$ cat src/rtl/pc_sequencer.sv
// Program-counter sequencer: PC and return-address registers with a ripple-carry
// PC+1 incrementer and next-PC / RA-source selection for jump, branch, call and return.
module pc_sequencer #(
    parameter int unsigned      WIDTH    = 16,
    parameter logic [WIDTH-1:0] RESET_PC = '0
) (
    input  logic             clk,
    input  logic             rst_n,
    input  logic             restore,
    input  logic             writePC,
    input  logic             writeRA,
    input  logic             PCsrc,
    input  logic             ImRPC,
    input  logic             conditionalBop,
    input  logic [WIDTH-1:0] RArestore,
    input  logic [WIDTH-1:0] ImR,
    output logic [WIDTH-1:0] PC,
    output logic [WIDTH-1:0] PC_1,
    output logic [WIDTH-1:0] RA
);

    logic [WIDTH-1:0] r_pc;
    logic [WIDTH-1:0] r_ra;
    logic [WIDTH-1:0] w_addend;
    logic [WIDTH-1:0] w_carry;
    logic [WIDTH-1:0] w_pc_1;
    logic [WIDTH-1:0] w_imm_mux;
    logic [WIDTH-1:0] w_next_pc;
    logic [WIDTH-1:0] w_ra_src;
    logic             w_imm_sel;
    logic             w_pc_we;

    assign w_addend   = WIDTH'(1);
    assign w_carry[0] = 1'b0;

    // Per-bit full adders; the carry out of the top bit is never formed, so PC_1 wraps.
    for (genvar i = 0; i < int'(WIDTH); i++) begin : g_fa
        assign w_pc_1[i] = r_pc[i] ^ w_addend[i] ^ w_carry[i];
        if (i + 1 < int'(WIDTH)) begin : g_cout
            assign w_carry[i+1] = (r_pc[i] & w_addend[i])
                                | (w_carry[i] & (r_pc[i] ^ w_addend[i]));
        end
    end

    // A taken branch both forces the PC write and steers the immediate target in.
    assign w_imm_sel = ImRPC | conditionalBop;
    assign w_pc_we   = writePC | conditionalBop;

    assign w_imm_mux = w_imm_sel ? ImR  : w_pc_1;
    assign w_next_pc = PCsrc     ? r_ra : w_imm_mux;
    assign w_ra_src  = restore   ? RArestore : w_pc_1;

    always_ff @(posedge clk or negedge rst_n) begin
        if (!rst_n) begin
            r_pc <= RESET_PC;
        end else if (w_pc_we) begin
            r_pc <= w_next_pc;
        end
    end

    always_ff @(posedge clk or negedge rst_n) begin
        if (!rst_n) begin
            r_ra <= RESET_PC;
        end else if (writeRA) begin
            r_ra <= w_ra_src;
        end
    end

    assign PC   = r_pc;
    assign RA   = r_ra;
    assign PC_1 = w_pc_1;

endmodule

$ cat config.mk
export PLATFORM = sky130hd
export DESIGN_NAME = pc_sequencer
export DESIGN_NICKNAME = d
export VERILOG_FILES = /design/src/rtl/pc_sequencer.sv
export SDC_FILE = /design/constraint.sdc
export NUM_CORES = 1
export LEC_CHECK = 0
export ABC_AREA = 0
export BUFFER_PORTS_ARGS = -buffer_cell sky130_fd_sc_hd__buf_2
export CAP_MARGIN = 20
export CORE_MARGIN = 2
export CORE_UTILIZATION = 35
export DETAILED_ROUTE_END_ITERATION = 16
export GPL_ROUTABILITY_DRIVEN = 0
export GPL_TIMING_DRIVEN = 0
export SYNTH_ARGS = -nofsm -noshare
export SYNTH_HDL_FRONTEND = slang
export SYNTH_SLANG_ARGS = --single-unit
$ cat constraint.sdc
create_clock -name clk -period 3.51 [get_ports clk]
set_input_delay 0.1755 -clock clk [delete_from_list [all_inputs] [get_ports clk]]
set_output_delay 0.1755 -clock clk [all_outputs]
set_load 0.01 [all_outputs]
==> flow_summary_export.csv, run 1 <==
group,metric,value,unit
synth,syn_nets,235,
synth,synth_edf_count,0,
synth,syn_inst,181,
synth,synth_area_leader_cell,"dfrtp_1",
timing,fmax,295,MHz
pwr,comb_power_share,0.373,
synth,yosysMostFrequentCell,"mux2i_1",
synth,synth_warnings,0,
min_path,hp-class,"input port to flop",
flow_run,drv_cap,0,
critical_path,setup.worst_path.class,"flop to output pin",
die,io-pin-count,88,
finish,nets,330,
pwr,pwr-share-clk,0.230,
synth,yosys.area.top_type_share,0.412,
place,portBuffers,84,
synth,synth_commonest_cells,"42 x mux2i_1, 32 x a21oi_1, 32 x dfrtp_1",
critical_path,end_kind,"output pin",
status,status,"completed",
critical_path,critPathMaxFanout,3,
routing,drtIter0Drc,74,
clock_tree,clk_path_buf_depth,2,
critical_path,cp_common_cell,"ha_4",
synth,synth-async-reset-ratio,1.00,
critical_path,crit_path_top_delay_cell,"dfrtp_1",
timing,max_slew.worst_pin.slew,0.731,ns
synth,syn_avg_cell_area,10.7,µm²
routing,drt_wl_total,5310,µm
clock_tree,htreeDepth,2,
clock_tree,clock_sinks,32,
global_routing,grt-ovfl-total,0,
die,row_count,27,
pwr,p_sw,0.427,mW
die,die_h,78.5,µm
critical_path,crit_required,3.33,ns
timing,setup_viol,0,
timing,min_period,3.39,ns
timing,min_period_over_period,0.966,
finish,synthToLayoutAreaGrowth,41.3,%
synth,netlist_area,1940,µm²
finish,diodes,0,
critical_path,max_stage_delay,0.41,ns
finish,drive_gt1_frac,0.433,
pwr,vdd_drop_max,222,µV
synth,synth.area.top_cells,"dfrtp_1 41%, mux2i_1 22%, ha_1 9.0%, a21oi_1 8.2%, nand2b_1 4.5%",
pwr,p_total,1.25,mW
timing,rsz0062_at_grt,"false",
timing,fin_hold_ws,0.184,ns
critical_path,path_cells,"ha_4 > ha_4 > ha_4 > ha_4 > ha_2 > ha_2 > ha_4 > ha_4 > ha_4 > ha_4 > ha_4 > ha_4 > ha_4 > ha_4 > xor2_2 > buf_2",
critical_path,cp.arrival,3.22,ns
routing,ant_nets,0,
routing,viasPerCell,4.77,
synth,synthFlopType,"dfrtp_1",
finish,fillers,523,
routing,vias,1666,
critical_path,crit_family,"adder cells",
clock_tree,clkTransAtPathRegs,0.06,ns
global_routing,grt_pass1_wl,8470,µm
die,start_util,0.357,
place,dp_hpwl,3950,µm
clock_tree,cts_tree,"built",
global_routing,grt_max_degree,33,
clock_tree,clk-insertion-delay-late,0.27,ns
synth,ys_seq_area_frac,0.412,
pwr,pwr-share-seq,0.396,
global_routing,grt_pass1_vias,1705,
clock_tree,cts.root.buffer_cell,"clkbuf_8",
routing,dr.pass1.iters,4,
timing,hold_violations,0,
clock_tree,numCtsBuffers,5,
die,die_area,6160,µm²
critical_path,crit_buf_inv,1,
global_routing,antenna_found_initial,0,
global_routing,track_usage,0.179,
routing,detail_route.wl_per_cell,15.2,µm
pwr,p_int,0.828,mW
synth,synth.distinct_cells,24,
pwr,power_switching_share,0.340,
critical_path,critPathLaunchType,"flop",
pwr,power_density,457,nW/µm²
die,fp.coreArea,5440,µm²
die,die_x,78.5,µm
pwr,p_leak,1.25,nW
synth,ys_ff_latch,32,
timing,fin_skew,0.00745,ns
routing,drc,0,
timing,relSlewSlack,0.513,
timing,slew_violations,0,
worst register-to-register path: cells and delay by family (launching register included):
family | cells | cell delay (ns)
adders and majority gates | 14 | 2.25
AOI/OAI and AO/OA | 3 | 0.57
DFF | 1 | 0.41
sequential cells by signal, indices dropped and copies added (netlist names):
name  cells
PC       16
RA       16
logic make-up after synthesis:
group / after synthesis / share of synthesized area
DFF: 32 / 0.412
xor gates and xnor gates: 1 / 0.00451
muxes: 42 / 0.216
adders and majority gates: 14 / 0.0902
and+or+nand+nor: 36 / 0.108
buffers and inverters: 14 / 0.0483
AOI/OAI and AO/OA: 42 / 0.120
stage by stage:
stage / cell area [µm²] / instances / setup slack [ns] / utilization / setup TNS [ns]
2_1_floorplan: 1950 / 181 / 0.0141 / - / 0
3_3_place_gp: 2460 / 337 / -0.235 / 0.453 / -0.463
3_5_place_dp: 2460 / 337 / -0.271 / 0.453 / -0.605
4_1_cts: 2680 / 349 / 0.000467 / 0.493 / 0
5_1_grt: 2740 / 349 / 0.0136 / 0.504 / 0
6_report: 2740 / 349 / 0.119 / 0.504 / 0
path summary, 6_finish.rpt:
check | from | end | slack, ns | cells past startpoint
worst max-delay path | PC[1]$_DFFE_PN0P_ | PC_1[15] | 0.12 | 16
worst min-delay path | RArestore[15] | RA[15]$_DFFE_PN0P_ | 0.18 | 3
worst max register to register | PC[1]$_DFFE_PN0P_ | PC[15]$_DFFE_PN0P_ | 0.16 | 17
worst min register to register | RA[5]$_DFFE_PN0P_ | RA[5]$_DFFE_PN0P_ | 0.55 | 2
max in group asynchronous | rst_n | PC[0]$_DFFE_PN0P_ | 2.50 | 2
min in group asynchronous | rst_n | RA[5]$_DFFE_PN0P_ | 0.49 | 2
power by group through the flow:
stage / combinational, mW / sequential (mW) / clock, mW
finish: 0.468 / 0.497 / 0.289
global placement: 0.422 / 0.491 / 0
detailed placement: 0.428 / 0.492 / 0
global route: 0.520 / 0.507 / 0.323
CTS: 0.457 / 0.491 / 0.295
floorplan: 0.224 / 0.514 / 0
layout make-up:
type | instances | area, µm² | area share
well taps | 72 | 90.1 | 0.0328
plain buffers | 11 | 82.6 | 0.0301
inverters | 3 | 11.3 | 0.00410
multi-input cells | 135 | 1210 | 0.443
repair buffers | 88 | 453 | 0.165
clock buffers | 8 | 90.1 | 0.0328
flip-flops and latches | 32 | 802 | 0.292
layout by cell type, fill, tap and decap left out:
cell type      netlist  final
a2111oi_0            1      1
a211o_1              2      2
a211oi_1             2      1
a211oi_2             0      1
a21o_1               1      1
a21oi_1             32     32
buf_12               1      1
buf_2                2     86
buf_4                2      5
buf_6                2      2
clkbuf_1             4      6
clkbuf_8             0      6
dfrtp_1             32     31
dfrtp_2              0      1
dlygate4sd3_1        0      1
ha_2                 0      2
ha_4                 0     12
inv_1                3      3
mux2i_1             42     42
nand2b_1            14     14
nor2_1              17     17
nor2_2               1      1
nor2_8               2      2
nor3_1               1      1
nor3b_1              1      1
o21a_1               1      1
o21ai_0              2      2
o22ai_1              1      1
xor2_2               0      1
what timing repair did:
| item | CTS | global route |
|---|---|---|
| setup buffers | 3 | 0 |
| hold buffers | 1 | 0 |
| gates resized for setup | 18 | 7 |
| setup endpoints to repair | 7 | 3 |
| endpoints found under the hold margin | 32 | 0 |
| pin swaps | 1 | 1 |
routing by layer:
layer	wire length (µm)	track usage
met5	0	0
met4	34	0.0421
met3	277	0.0391
met2	2630	0.309
met1	2370	0.227
(Power assumes the default switching activity.)
==> run 2, diff against run 1 <==
--- a/config.mk
+++ b/config.mk
@@ -6,11 +6,11 @@
 export NUM_CORES = 1
 export LEC_CHECK = 0
 export ABC_AREA = 0
-export BUFFER_PORTS_ARGS = -buffer_cell sky130_fd_sc_hd__buf_2
 export CAP_MARGIN = 20
 export CORE_MARGIN = 2
 export CORE_UTILIZATION = 35
 export DETAILED_ROUTE_END_ITERATION = 16
+export DONT_BUFFER_PORTS = 1
 export GPL_ROUTABILITY_DRIVEN = 0
 export GPL_TIMING_DRIVEN = 0
 export SYNTH_ARGS = -nofsm -noshare
==> run 2 against run 1 <==
Compared with the run above:
- sequential power up 9.3%
- non-clock buffer count down 86
- via count down 15%
- highest routed layer unchanged
- register-to-register slack about the same
- critical path type unchanged
- flip-flop and latch count unchanged
- clock-buffer cell count unchanged
- fmax about the same
==> flow_summary_export.csv, run 2 (synthesized netlist as in run 1, its figures left out) <==
group,metric,value,unit
global_routing,grt-ovfl-total,0,
timing,hold_violations,0,
pwr,vdd_drop_max,261,µV
critical_path,critPathMaxFanout,6,
flow_run,drv_cap,0,
critical_path,max_stage_delay,0.47,ns
die,io-pin-count,88,
critical_path,cp.arrival,3.21,ns
clock_tree,numCtsBuffers,5,
timing,rsz0062_at_grt,"false",
critical_path,crit_path_top_delay_cell,"dfrtp_2",
timing,min_period,3.39,ns
finish,layout_commonest_cell,"mux2i_1",
critical_path,path_cells,"ha_4 > ha_4 > ha_4 > ha_4 > ha_4 > ha_4 > ha_4 > ha_4 > ha_4 > ha_4 > ha_4 > ha_4 > ha_4 > ha_4 > xor2_4",
timing,relSlewSlack,0.580,
timing,fin_skew,0.00643,ns
global_routing,grt_max_degree,33,
critical_path,crit_family,"adder cells",
global_routing,busiest_layer,"met2",
critical_path,r2r-start,"PC[0]$_DFFE_PN0P_",
timing,fmax,295,MHz
critical_path,critPathLaunchType,"flop",
finish,drive_gt1_frac,0.188,
pwr,p_total,1.20,mW
clock_tree,cts.root.buffer_cell,"clkbuf_8",
global_routing,antenna_found_initial,0,
die,start_util,0.357,
critical_path,startpoint,"PC[0]$_DFFE_PN0P_",
clock_tree,clk-insertion-delay-late,0.28,ns
die,die_h,78.5,µm
die,fp.coreArea,5440,µm²
die,row_count,27,
routing,vias,1409,
critical_path,cp_common_cell,"ha_4",
routing,dr.pass1.iters,4,
pwr,power_density,507,nW/µm²
global_routing,grtUsageMet1,0.220,
global_routing,met3_usage,0.0437,
timing,min_period_over_period,0.965,
critical_path,crit_buf_inv,0,
finish,fillers,519,
clock_tree,htreeDepth,2,
min_path,hp-class,"input port to flop",
finish,diodes,0,
global_routing,grt_pass1_wl,8090,µm
clock_tree,clock_sinks,32,
global_routing,grt_use_met2,0.297,
min_path,hold_start,"writeRA",
finish,synthToLayoutAreaGrowth,21.7,%
finish,nets,244,
clock_tree,clk_path_buf_depth,2,
routing,ant_nets,0,
place,portBuffers,0,
routing,drc,0,
status,status,"completed",
die,die_x,78.5,µm
routing,drtIter0Drc,73,
timing,setup_viol,0,
clock_tree,clkTransAtPathRegs,0.07,ns
global_routing,track_usage,0.175,
routing,detail_route.wl_per_cell,20.1,µm
clock_tree,cts_tree,"built",
place,dp_hpwl,3670,µm
timing,slew_violations,0,
critical_path,crit_required,3.33,ns
routing,viasPerCell,5.36,
timing,fin_tns_setup,0,ns
finish,layout_common_cells,"42 x mux2i_1, 32 x a21oi_1, 30 x dfrtp_1",
pwr,p_leak,0.941,nW
global_routing,grt_pass1_vias,1438,
critical_path,setup.worst_path.class,"flop to output pin",
critical_path,end_kind,"output pin",
die,die_area,6160,µm²
timing,max_slew.worst_pin.slew,0.631,ns
routing,drt_wl_total,5280,µm
[run 2: changes by cell type in the layout (fill, tap and decap cells not counted), moves of 2 or more]
cell   previous run  this run
ha_4             12        14
buf_2            86         2
ha_2              2         0
buf_4             5         2
[run 2: final timing paths]
| check | endpoint | slack (ns) | cells past startpoint |
|---|---|---|---|
| hold reg to reg | RA[4]$_DFFE_PN0P_ | 0.62 | 2 |
| hold / removal | RA[10]$_DFFE_PN0P_ | 0.05 | 2 |
| setup / recovery | PC_1[15] | 0.12 | 15 |
| min in group asynchronous | RA[15]$_DFFE_PN0P_ | 0.34 | 2 |
| max in group asynchronous | RA[11]$_DFFE_PN0P_ | 2.98 | 2 |
| setup reg to reg | PC[15]$_DFFE_PN0P_ | 0.15 | 17 |
[run 2: routing by layer]
metal / part of all wire / wire, µm
met5: 0 / 0
met4: 0.011 / 57
met3: 0.052 / 272
met2: 0.50 / 2640
met1: 0.44 / 2310
[run 2: area by class of cell]
class,instances,area (µm²),area share
flip-flops and latches,32,803,0.340
well taps,72,90.1,0.0381
repair buffers,2,30.0,0.0127
plain buffers,11,82.6,0.0349
inverters,3,11.3,0.00476
multi-input cells,135,1250,0.527
clock buffers,8,100,0.0424
[run 2: what timing repair did]
item,in CTS,in global routing
resized for setup,22,7
endpoints found under the setup margin,7,2
pin swaps,2,1
hold endpoints to repair,32,0
buffers inserted,0,0
hold buffers,2,0
[run 2: stage by stage]
| stage | area, µm² | setup WS, ns | hold slack (ns) | utilization | std cells |
|---|---|---|---|---|---|
| floorplan | 1950 | 0.0141 | -0.120 | - | 181 |
| global placement | 2040 | -0.305 | -0.120 | 0.376 | 253 |
| detailed placement | 2040 | -0.293 | -0.120 | 0.376 | 253 |
| CTS | 2300 | 0.0159 | 0.0450 | 0.423 | 263 |
| global route | 2360 | 0.0191 | 0.0532 | 0.435 | 263 |
| finish | 2360 | 0.122 | 0.0486 | 0.435 | 263 |
[run 2: power breakdown]
part	switching [mW]	internal (mW)	leakage, nW
clock	0.136	0.179	0.0515
sequential	0.111	0.432	0.351
combinational	0.164	0.176	0.538
total	0.411	0.787	0.941
